==> src/rtl/stb_pkg.sv <==
// stb_pkg: shared types for the strobe sampler.
// One-hot FSM encoding plus the error code set reported to firmware.
package stb_pkg;

  localparam int unsigned I_IDLE    = 0;
  localparam int unsigned I_REQ     = 1;
  localparam int unsigned I_WAIT    = 2;
  localparam int unsigned I_SETTLE  = 3;
  localparam int unsigned I_CAPTURE = 4;
  localparam int unsigned I_RELEASE = 5;
  localparam int unsigned I_DONE    = 6;

  typedef enum logic [6:0] {
    S_IDLE    = 7'b0000001,
    S_REQ     = 7'b0000010,
    S_WAIT    = 7'b0000100,
    S_SETTLE  = 7'b0001000,
    S_CAPTURE = 7'b0010000,
    S_RELEASE = 7'b0100000,
    S_DONE    = 7'b1000000
  } stb_sampler_state_t;

  typedef enum logic [1:0] {
    ERR_NONE    = 2'd0,
    ERR_NOT_RDY = 2'd1,
    ERR_TIMEOUT = 2'd2,
    ERR_ABORT   = 2'd3
  } stb_err_t;

endpackage

==> src/rtl/stb_sampler_if.sv <==
// stb_sampler_if: strobe request/valid handshake with the generator.
// The sampler is master; the strobe generator is slave.
interface stb_sampler_if;

  logic stb_req;
  logic stb_valid;
  logic gen_rdy;

  modport master (
    output stb_req,
    input  stb_valid,
    input  gen_rdy
  );

  modport slave (
    input  stb_req,
    output stb_valid,
    output gen_rdy
  );

endinterface

==> src/rtl/sync_ff.sv <==
// sync_ff: multi-stage flop synchroniser for asynchronous inputs.
// Synchronous active-high reset clears every stage.
module sync_ff #(
  parameter int WIDTH  = 1,
  parameter int STAGES = 2
) (
  input  logic             clk_i,
  input  logic             rst_i,
  input  logic [WIDTH-1:0] d_i,
  output logic [WIDTH-1:0] q_o
);

  logic [WIDTH-1:0] q [STAGES];

  always_ff @(posedge clk_i) begin
    if (rst_i) begin
      for (int i = 0; i < STAGES; i++) q[i] <= '0;
    end else begin
      q[0] <= d_i;
      for (int i = 1; i < STAGES; i++) q[i] <= q[i-1];
    end
  end

  assign q_o = q[STAGES-1];

endmodule

==> src/rtl/stb_sampler.sv <==
// stb_sampler: requests strobes, waits for each fresh valid, and samples
// the synchronised comparator a fixed settle time later, counting ones.
module stb_sampler
  import stb_pkg::*;
#(
  parameter int CNT_WIDTH     = 16,
  parameter int SETTLE_CYCLES = 4,
  parameter int TO_WIDTH      = 32
) (
  input  logic                 clk_i,
  input  logic                 rst_i,
  input  logic                 start_i,
  input  logic                 abort_i,
  input  logic [CNT_WIDTH-1:0] n_samples_i,
  input  logic [TO_WIDTH-1:0]  timeout_i,
  stb_sampler_if.master        gen,
  input  logic                 cmp_i,
  output logic                 busy_o,
  output logic                 done_o,
  output logic [1:0]           err_o,
  output logic [CNT_WIDTH-1:0] ones_o,
  output logic [CNT_WIDTH-1:0] total_o
);

  localparam int SW =
    (SETTLE_CYCLES > 1) ? $clog2(SETTLE_CYCLES) : 1;
  localparam logic [SW-1:0] SET_LAST = SW'(SETTLE_CYCLES - 1);

  stb_sampler_state_t   state_q, state_d;
  stb_err_t             err_q, err_d;
  logic [CNT_WIDTH-1:0] n_q, n_d;
  logic [CNT_WIDTH-1:0] ones_q, ones_d;
  logic [CNT_WIDTH-1:0] total_q, total_d;
  logic [TO_WIDTH-1:0]  tlim_q, tlim_d;
  logic [TO_WIDTH-1:0]  to_q, to_d;
  logic [SW-1:0]        set_q, set_d;
  logic                 seen_q, seen_d;
  logic                 req_q, busy_q, done_q;
  logic [0:0]           cmp_s;

  sync_ff #(
    .WIDTH  (1),
    .STAGES (2)
  ) u_cmp_sync (
    .clk_i (clk_i),
    .rst_i (rst_i),
    .d_i   (cmp_i),
    .q_o   (cmp_s)
  );

  always_comb begin
    state_d = state_q;
    err_d   = err_q;
    n_d     = n_q;
    ones_d  = ones_q;
    total_d = total_q;
    tlim_d  = tlim_q;
    to_d    = to_q;
    set_d   = set_q;
    seen_d  = seen_q;
    if (abort_i && !state_q[I_IDLE]) begin
      err_d   = ERR_ABORT;
      state_d = S_DONE;
    end else begin
      unique case (1'b1)
        state_q[I_IDLE]: begin
          if (start_i) begin
            n_d     = n_samples_i;
            tlim_d  = timeout_i;
            ones_d  = '0;
            total_d = '0;
            err_d   = ERR_NONE;
            if (!gen.gen_rdy) begin
              err_d   = ERR_NOT_RDY;
              state_d = S_DONE;
            end else if (n_samples_i == '0) begin
              state_d = S_DONE;
            end else begin
              state_d = S_REQ;
            end
          end
        end
        state_q[I_REQ]: begin
          to_d    = '0;
          seen_d  = 1'b0;
          state_d = S_WAIT;
        end
        state_q[I_WAIT]: begin
          set_d = '0;
          if (!gen.stb_valid) seen_d = 1'b1;
          // only a valid preceded by a low level belongs to this request
          if (gen.stb_valid && seen_q) begin
            state_d = S_SETTLE;
          end else begin
            to_d = to_q + TO_WIDTH'(1);
            if (to_d == tlim_q) begin
              err_d   = ERR_TIMEOUT;
              state_d = S_DONE;
            end
          end
        end
        state_q[I_SETTLE]: begin
          if (set_q == SET_LAST) state_d = S_CAPTURE;
          else set_d = set_q + SW'(1);
        end
        state_q[I_CAPTURE]: begin
          ones_d  = ones_q + CNT_WIDTH'(cmp_s);
          total_d = total_q + CNT_WIDTH'(1);
          state_d = S_RELEASE;
        end
        state_q[I_RELEASE]: begin
          state_d = (total_q == n_q) ? S_DONE : S_REQ;
        end
        state_q[I_DONE]: begin
          state_d = S_IDLE;
        end
        default: state_d = S_IDLE;
      endcase
    end
  end

  always_ff @(posedge clk_i) begin
    if (rst_i) begin
      state_q <= S_IDLE;
      err_q   <= ERR_NONE;
      n_q     <= '0;
      ones_q  <= '0;
      total_q <= '0;
      tlim_q  <= '0;
      to_q    <= '0;
      set_q   <= '0;
      seen_q  <= 1'b0;
      req_q   <= 1'b0;
      busy_q  <= 1'b0;
      done_q  <= 1'b0;
    end else begin
      state_q <= state_d;
      err_q   <= err_d;
      n_q     <= n_d;
      ones_q  <= ones_d;
      total_q <= total_d;
      tlim_q  <= tlim_d;
      to_q    <= to_d;
      set_q   <= set_d;
      seen_q  <= seen_d;
      // request level held from REQ through CAPTURE
      req_q   <= state_d inside
                 {S_REQ, S_WAIT, S_SETTLE, S_CAPTURE};
      busy_q  <= (state_d != S_IDLE);
      done_q  <= (state_d == S_DONE);
    end
  end

  assign gen.stb_req = req_q;
  assign busy_o      = busy_q;
  assign done_o      = done_q;
  assign err_o       = err_q;
  assign ones_o      = ones_q;
  assign total_o     = total_q;

endmodule

==> src/flat_wrapper.sv <==
// flat-port wrapper written by rule: the top's interface ports become plain ports
module stb_sampler_flat import stb_pkg::*;
#(
  parameter int CNT_WIDTH     = 16,
  parameter int SETTLE_CYCLES = 4,
  parameter int TO_WIDTH      = 32
)
  (clk_i, rst_i, start_i, abort_i, n_samples_i, timeout_i, cmp_i, busy_o, done_o, err_o, ones_o, total_o, gen_stb_req, gen_stb_valid, gen_gen_rdy);
  stb_sampler_if gen_i ();
  input  logic clk_i;
  input  logic rst_i;
  input  logic start_i;
  input  logic abort_i;
  input  logic [CNT_WIDTH-1:0] n_samples_i;
  input  logic [TO_WIDTH-1:0] timeout_i;
  input  logic cmp_i;
  output logic busy_o;
  output logic done_o;
  output logic [1:0] err_o;
  output logic [CNT_WIDTH-1:0] ones_o;
  output logic [CNT_WIDTH-1:0] total_o;
  output wire logic [$bits(gen_i.stb_req)-1:0] gen_stb_req;
  input wire logic [$bits(gen_i.stb_valid)-1:0] gen_stb_valid;
  input wire logic [$bits(gen_i.gen_rdy)-1:0] gen_gen_rdy;
  assign gen_stb_req = gen_i.stb_req;
  assign gen_i.stb_valid = gen_stb_valid;
  assign gen_i.gen_rdy = gen_gen_rdy;
  stb_sampler #(.CNT_WIDTH(CNT_WIDTH), .SETTLE_CYCLES(SETTLE_CYCLES), .TO_WIDTH(TO_WIDTH)) u_core (.clk_i(clk_i), .rst_i(rst_i), .start_i(start_i), .abort_i(abort_i), .n_samples_i(n_samples_i), .timeout_i(timeout_i), .gen(gen_i), .cmp_i(cmp_i), .busy_o(busy_o), .done_o(done_o), .err_o(err_o), .ones_o(ones_o), .total_o(total_o));
endmodule
==> config.mk <==
export PLATFORM = sky130hd
export DESIGN_NAME = stb_sampler_flat
export DESIGN_NICKNAME = d
export VERILOG_FILES = /design/src/rtl/stb_pkg.sv /design/src/rtl/stb_sampler_if.sv /design/src/rtl/sync_ff.sv /design/src/rtl/stb_sampler.sv /design/src/flat_wrapper.sv
export SDC_FILE = /design/constraint.sdc
export NUM_CORES = 1
export LEC_CHECK = 0
export BUFFER_PORTS_ARGS = -buffer_cell sky130_fd_sc_hd__buf_2
export CORE_MARGIN = 2
export CORE_UTILIZATION = 60
export CTS_CLUSTER_SIZE = 28
export DETAILED_ROUTE_END_ITERATION = 6
export PLACE_DENSITY = 0.83
export SKIP_LAST_GASP = 1
export SLEW_MARGIN = 5
export SYNTH_ARGS = -nofsm -noshare
export SYNTH_HDL_FRONTEND = slang
export SYNTH_HIERARCHICAL = 1
export SYNTH_SLANG_ARGS = --single-unit
==> constraint.sdc <==
create_clock -name clk_i -period 7.1 [get_ports clk_i]
set_input_delay 1.42 -clock clk_i [delete_from_list [all_inputs] [get_ports clk_i]]
set_output_delay 1.42 -clock clk_i [all_outputs]
set_load 0.05 [all_outputs]
After elaboration in Yosys (flattened, before gate mapping)
Memories as Yosys holds them, arrays and structs flattened.
Index checks and enable logic that the tools add are counted.
- register bits after elaboration: 127
- RAM bits: 2
- input port bits: 55
- output and inout port bits: 37
- logic and storage cells: 80
- memories: 1
- add/subtract/negate cells: 4
- eq/ne operators: 16
- muxes and demuxes: 29
- bitwise gates (word level): 3
- reduce and logical (&&, ||, !) cells: 15
- memory list (name ; words ; bits a word ; rd ports ; clocked after memory_dff ; write ports ; RTL line ; RTL):
    u_core.u_cmp_sync.q ; 2 ; 1 ; 2 ; 0 ; 2 ; sync_ff.sv:13 ; logic [WIDTH-1:0] q [STAGES];
- operators with widths (cell ; number):
    case mux 16 bit (2 select lines) ; 2
    case mux 32 bit (2 select lines) ; 1
    two-way mux 7 bit ; 8
    case mux 7 bit (6 select lines) ; 1
    adder 32 x 1 -> 32 bit (second input constant) ; 1
    == test 32 bit ; 1
    two-way mux 32 bit ; 1
    adder 16 x 1 -> 16 bit ; 1
    adder 16 x 1 -> 16 bit (second input constant) ; 1
    == test 16 bit ; 1
    logical NOT 16 bit ; 1
    two-way mux 16 bit ; 1
    AND reduction 3 bit ; 5
    two-way mux 2 bit ; 5
    inequality test 3 bit (second input constant) ; 3
    inequality test 2 bit (second input constant) ; 4
    case mux 2 bit (2 select lines) ; 2
    == test 7 x 2 -> 1 bit (second input constant) ; 1
    == test 7 x 3 -> 1 bit (second input constant) ; 1
    == test 7 x 4 -> 1 bit (second input constant) ; 1
    == test 7 x 5 -> 1 bit (second input constant) ; 1
    == test 7 bit (second input constant) ; 1
    two-way mux 1 bit ; 7
    inequality test 7 x 1 -> 1 bit (second input constant) ; 1
    11 further kinds ; 15

Depth between registers and ports, before layout
- depth in word-level cells: 8
- gate-level depth with buffers: 11
- mapped depth without buffers: 9

Cells and area by module
Netlist, hierarchy kept.
- by module, submodules not included (module ; instances ; cells an instance ; area an instance (um2) ; seq. area each (um2)):
    stb_sampler ; 1 ; 877 ; 6752.7 ; 2542.4
    sync_ff ; 1 ; 4 ; 52.6 ; 40.0

Worst setup path before layout
No wires, ideal clock.
- path kind: register to register
- from: register u_core.to_q[3]
- to: register u_core.err_q[0] (netlist: u_core/err_o[0])
- library setup time: 0.116 ns
- data arrival time: 2.720 ns
- required time: 6.984 ns
- path slack: 4.264 ns
- cell stages (with the launch flop): 11
- path buffers: 2
- clock period less this slack: 2.836 ns
- cells stage by stage: dfxtp_1 > buf_2 > nand4_4 > or4_1 > buf_2 > o311ai_2 > nand4b_1 > or4_4 > nor4_4 > nand2_1 > a31o_2
- word-level cells in the longest chain between the ends: 4
- RTL lines (item ; RTL line ; RTL):
    start: declaration ; stb_sampler.sv:35 ; logic [TO_WIDTH-1:0] to_q, to_d;
    start signal: assignment ; stb_sampler.sv:143 ; to_q <= to_d;
    adder 32 x 1 -> 32 bit ; stb_sampler.sv:95 ; to_d = to_q + TO_WIDTH'(1);
    == test 32 bit ; stb_sampler.sv:96 ; if (to_d == tlim_q) begin
    inequality test 3 bit (no line) ; n/a ;
    AND reduction 4 bit (no line) ; n/a ;
    end signal: assignment ; stb_sampler.sv:138 ; err_q <= err_d;
    end: declaration ; stb_sampler.sv:30 ; stb_err_t err_q, err_d;
No other way between the ends.
A chain may end at the register's enable or synchronous reset.

Worst setup path in the final report
- from: register u_core.to_q[2]
- to: register u_core.err_q[0] (netlist: u_core/err_o[0])
Same word-level chain as after synthesis.

==> run summary <==
Via count -> 6635
Placed cell area -> 7210 um^2
Clock Path Buffers -> 2
Worst-Margin Slew -> 1.12 ns
P per Cell Area -> 235 nW/um^2
Port Buffers -> 91
P_sw -> 449 uW
Outcome -> complete, no violations
Final wirelength -> 17.2 mm
Static leakage -> 0.00298 uW
Die ar. -> 12200 um^2
Most common cell in the netlist -> nand2_1
Worst Path Arrival -> 3.85 ns
Row cnt -> 38
Max-slew headroom -> 25.0%
Setup-failing EPs final -> 0
Critical Path RT -> 7.40 ns
Worst-path fanout max -> 13
Initial antenna violation count -> 0
I/O pin count -> 92
Yosys reg bits -> 129
Drt first pass iters -> 5
Cell area after layout -> 7840 um^2
Worst vdd ir -> 0.182 mV
Clock group share of total power -> 50.7%
Final Critical Period -> 3.55 ns
Die X-Extent -> 111 um
DP Wirelength -> 11.3 mm
CTS Sinks -> 129
Slew Viols, Final -> 0
Path depth of the worst reg2reg path -> 8
Path category of the worst min-delay check -> reg2reg
Final nets -> 992
Layout overhead on the synthesized area -> 15.2%
Number of global-route vias before repair -> 5873
Pin count of the biggest net entering global routing -> 53
Antenna-violating nets left -> 0
Initial core utilization -> 62.2%
Net Sw Frac -> 24.4%
Commonest cells post-synth -> nand2_1 (165), dfxtp_1 (129), a21oi_1 (99)
Routed WL per cell -> 15.8 um
Register area share after synthesis -> 37.9%
CTS Buf Count -> 17
Clock transition at the registers of the reported paths -> 0.06 ns
Max frequency -> 282 MHz
Worst hold slack -> 0.464 ns
CTS root buf -> clkbuf_16
Top post-synthesis cells by area -> dfxtp_1 (38%), nand2_1 (9.1%), a21oi_1 (7.3%)
Resize count post-CTS -> 0
Share of cells above drive strength 1 -> 15.0%
Via/cell ratio -> 6.12
Max-cap check violation count -> 0
Final hold vios -> 0
Unrepaired setup endpoints after global routing -> false
Mapped cell area -> 6810 um^2
FILL cells -> 883
Worst skew pair latency -> 0.42 ns
Hold path depth -> 1
Postcts setup bufs -> 0
Syn_nets -> 941
Ys async rst share -> 0%
Number of synthesized flops with an enable pin -> 0
Critical setup path kind -> reg2reg
Syn Area/Cell -> 7.72 um^2
Synth Instances -> 881
Setup TNS -> 0 ns
Yosys top cell area share -> 37.9%
CTS tree -> done
Inserted Diodes -> 0
Core area -> 10900 um^2
CP Capture Type -> flip-flop
Comb pwr share -> 7.9%
Synth unique cells -> 66
H-tree depth -> 4
Clock Skew -> 0.0139 ns
DIE HEIGHT -> 111 um
Flop pwr share -> 41.4%
Ys flop type -> dfxtp_1
Ys Warns -> 6
GPL Wtd Cong -> 0.879
Startpoint type of the worst setup path -> flip-flop
Cell taking the most area after synthesis -> dfxtp_1
DRC viols -> 0
Global-route wire length before repair -> 28.4 mm
Int Power -> 1390 uW
GR Overflow Total -> 0
DRT iter0 DRCs -> 702
CTS Hold Buffers Added -> 0
Gr usage total -> 27.8%
Period Utilization, post-route -> 50.0%
## per-layer routing
layer	up-vias	GRT usage, %	wire length, um
li1	3211	-	-
met1	3071	37.1	7440
met2	324	43.6	8060
met3	29	6.15	1340
met4	0	11.6	329
met5	-	0	0
## cells in the final DEF (no fill, tap or decap), drive strengths merged, types with 5 or more instances in the layout
master	count
nand4	24
and3	11
or4	14
and2	7
nor3	12
nor4	21
nor2	72
inv	11
buf	95
a31oi	12
a311oi	6
dfxtp	129
nor2b	5
clkinv	5
or3	10
clkbuf	17
nand3	28
xnor2	37
ha	5
a21oi	99
nand2	165
o21ai	37
nand2b	5
xor2	40
and4	11
## worst paths after layout
| kind | to | start | slack [ns] |
|---|---|---|---|
| worst min register to register | u_core/u_cmp_sync/q[0][1] | u_core/u_cmp_sync/q[0][0] | 0.46 |
| worst min-delay path | u_core/u_cmp_sync/q[0][1] | u_core/u_cmp_sync/q[0][0] | 0.46 |
| worst max register to register | u_core/err_o[0] | u_core/to_q[2] | 3.55 |
| worst max-delay path | u_core/err_o[0] | u_core/to_q[2] | 3.55 |
## power groups by stage
stage | logic (uW) | registers (uW) | clock network [uW]
floorplan | 95.9 | 780 | 0
global placement | 141 | 777 | 0
detailed placement | 144 | 777 | 0
CTS | 145 | 762 | 945
global route | 162 | 764 | 976
finish | 146 | 762 | 933
## registers in the layout, summed over array words and instances, names as in the netlist
| signal | flops |
|---|---|
| u_core/tlim_q | 32 |
| u_core/to_q | 32 |
| u_core/n_q | 16 |
| u_core/ones_o | 16 |
| u_core/total_o | 16 |
| u_core/state_q | 7 |
| u_core/err_o | 2 |
| u_core/set_q | 2 |
| u_core/u_cmp_sync/q | 2 |
| u_core/busy_o | 1 |
| u_core/done_o | 1 |
| u_core/gen.stb_req | 1 |
| u_core/seen_q | 1 |
## worst max-delay path, stage by stage (launching register included)
cell and delay (ns):
dfxtp_1 0.60, and4_1 0.46, nand3_1 0.41, or4_1 0.65, a32oi_1 0.30, nand4_1 0.22
nor4_4 0.40, nand2_1 0.14, a31o_2 0.26
## cell type report
class / instances / area [um^2] / area share, %
clock buffer: 17 / 425 / 5.42
inverter: 7 / 26.3 / 0.335
sequential: 129 / 2580 / 32.9
clock inverter: 14 / 205 / 2.62
timing repair buffer: 95 / 485 / 6.19
multi-input combinational: 682 / 3940 / 50.3
tap: 140 / 175 / 2.23
## cells by family (layout without fill, tap and decap cells)
group           Yosys count  count (layout)  share of synthesized area, %
flops                   129             129                          37.9
compound gates          191             191                          16.5
fa+ha+maj                 5               5                         0.919
buf+inv                  70             133                          4.19
xor+xnor                 77              77                          9.91
mux                       3               3                         0.460
simple gates            406             406                          30.1
## per-stage QoR
step | util, % | power, uW | instances | worst slack [ns]
finish | 71.7 | 1840 | 1084 | 3.55
global route | 71.7 | 1900 | 1084 | 3.35
CTS | 71.7 | 1850 | 1084 | 3.65
detailed placement | 65.9 | 921 | 1053 | 3.27
global placement | 65.9 | 918 | 1053 | 3.37
floorplan | - | 876 | 881 | 4.26
No activity file was read; power rests on OpenSTA's default activity.
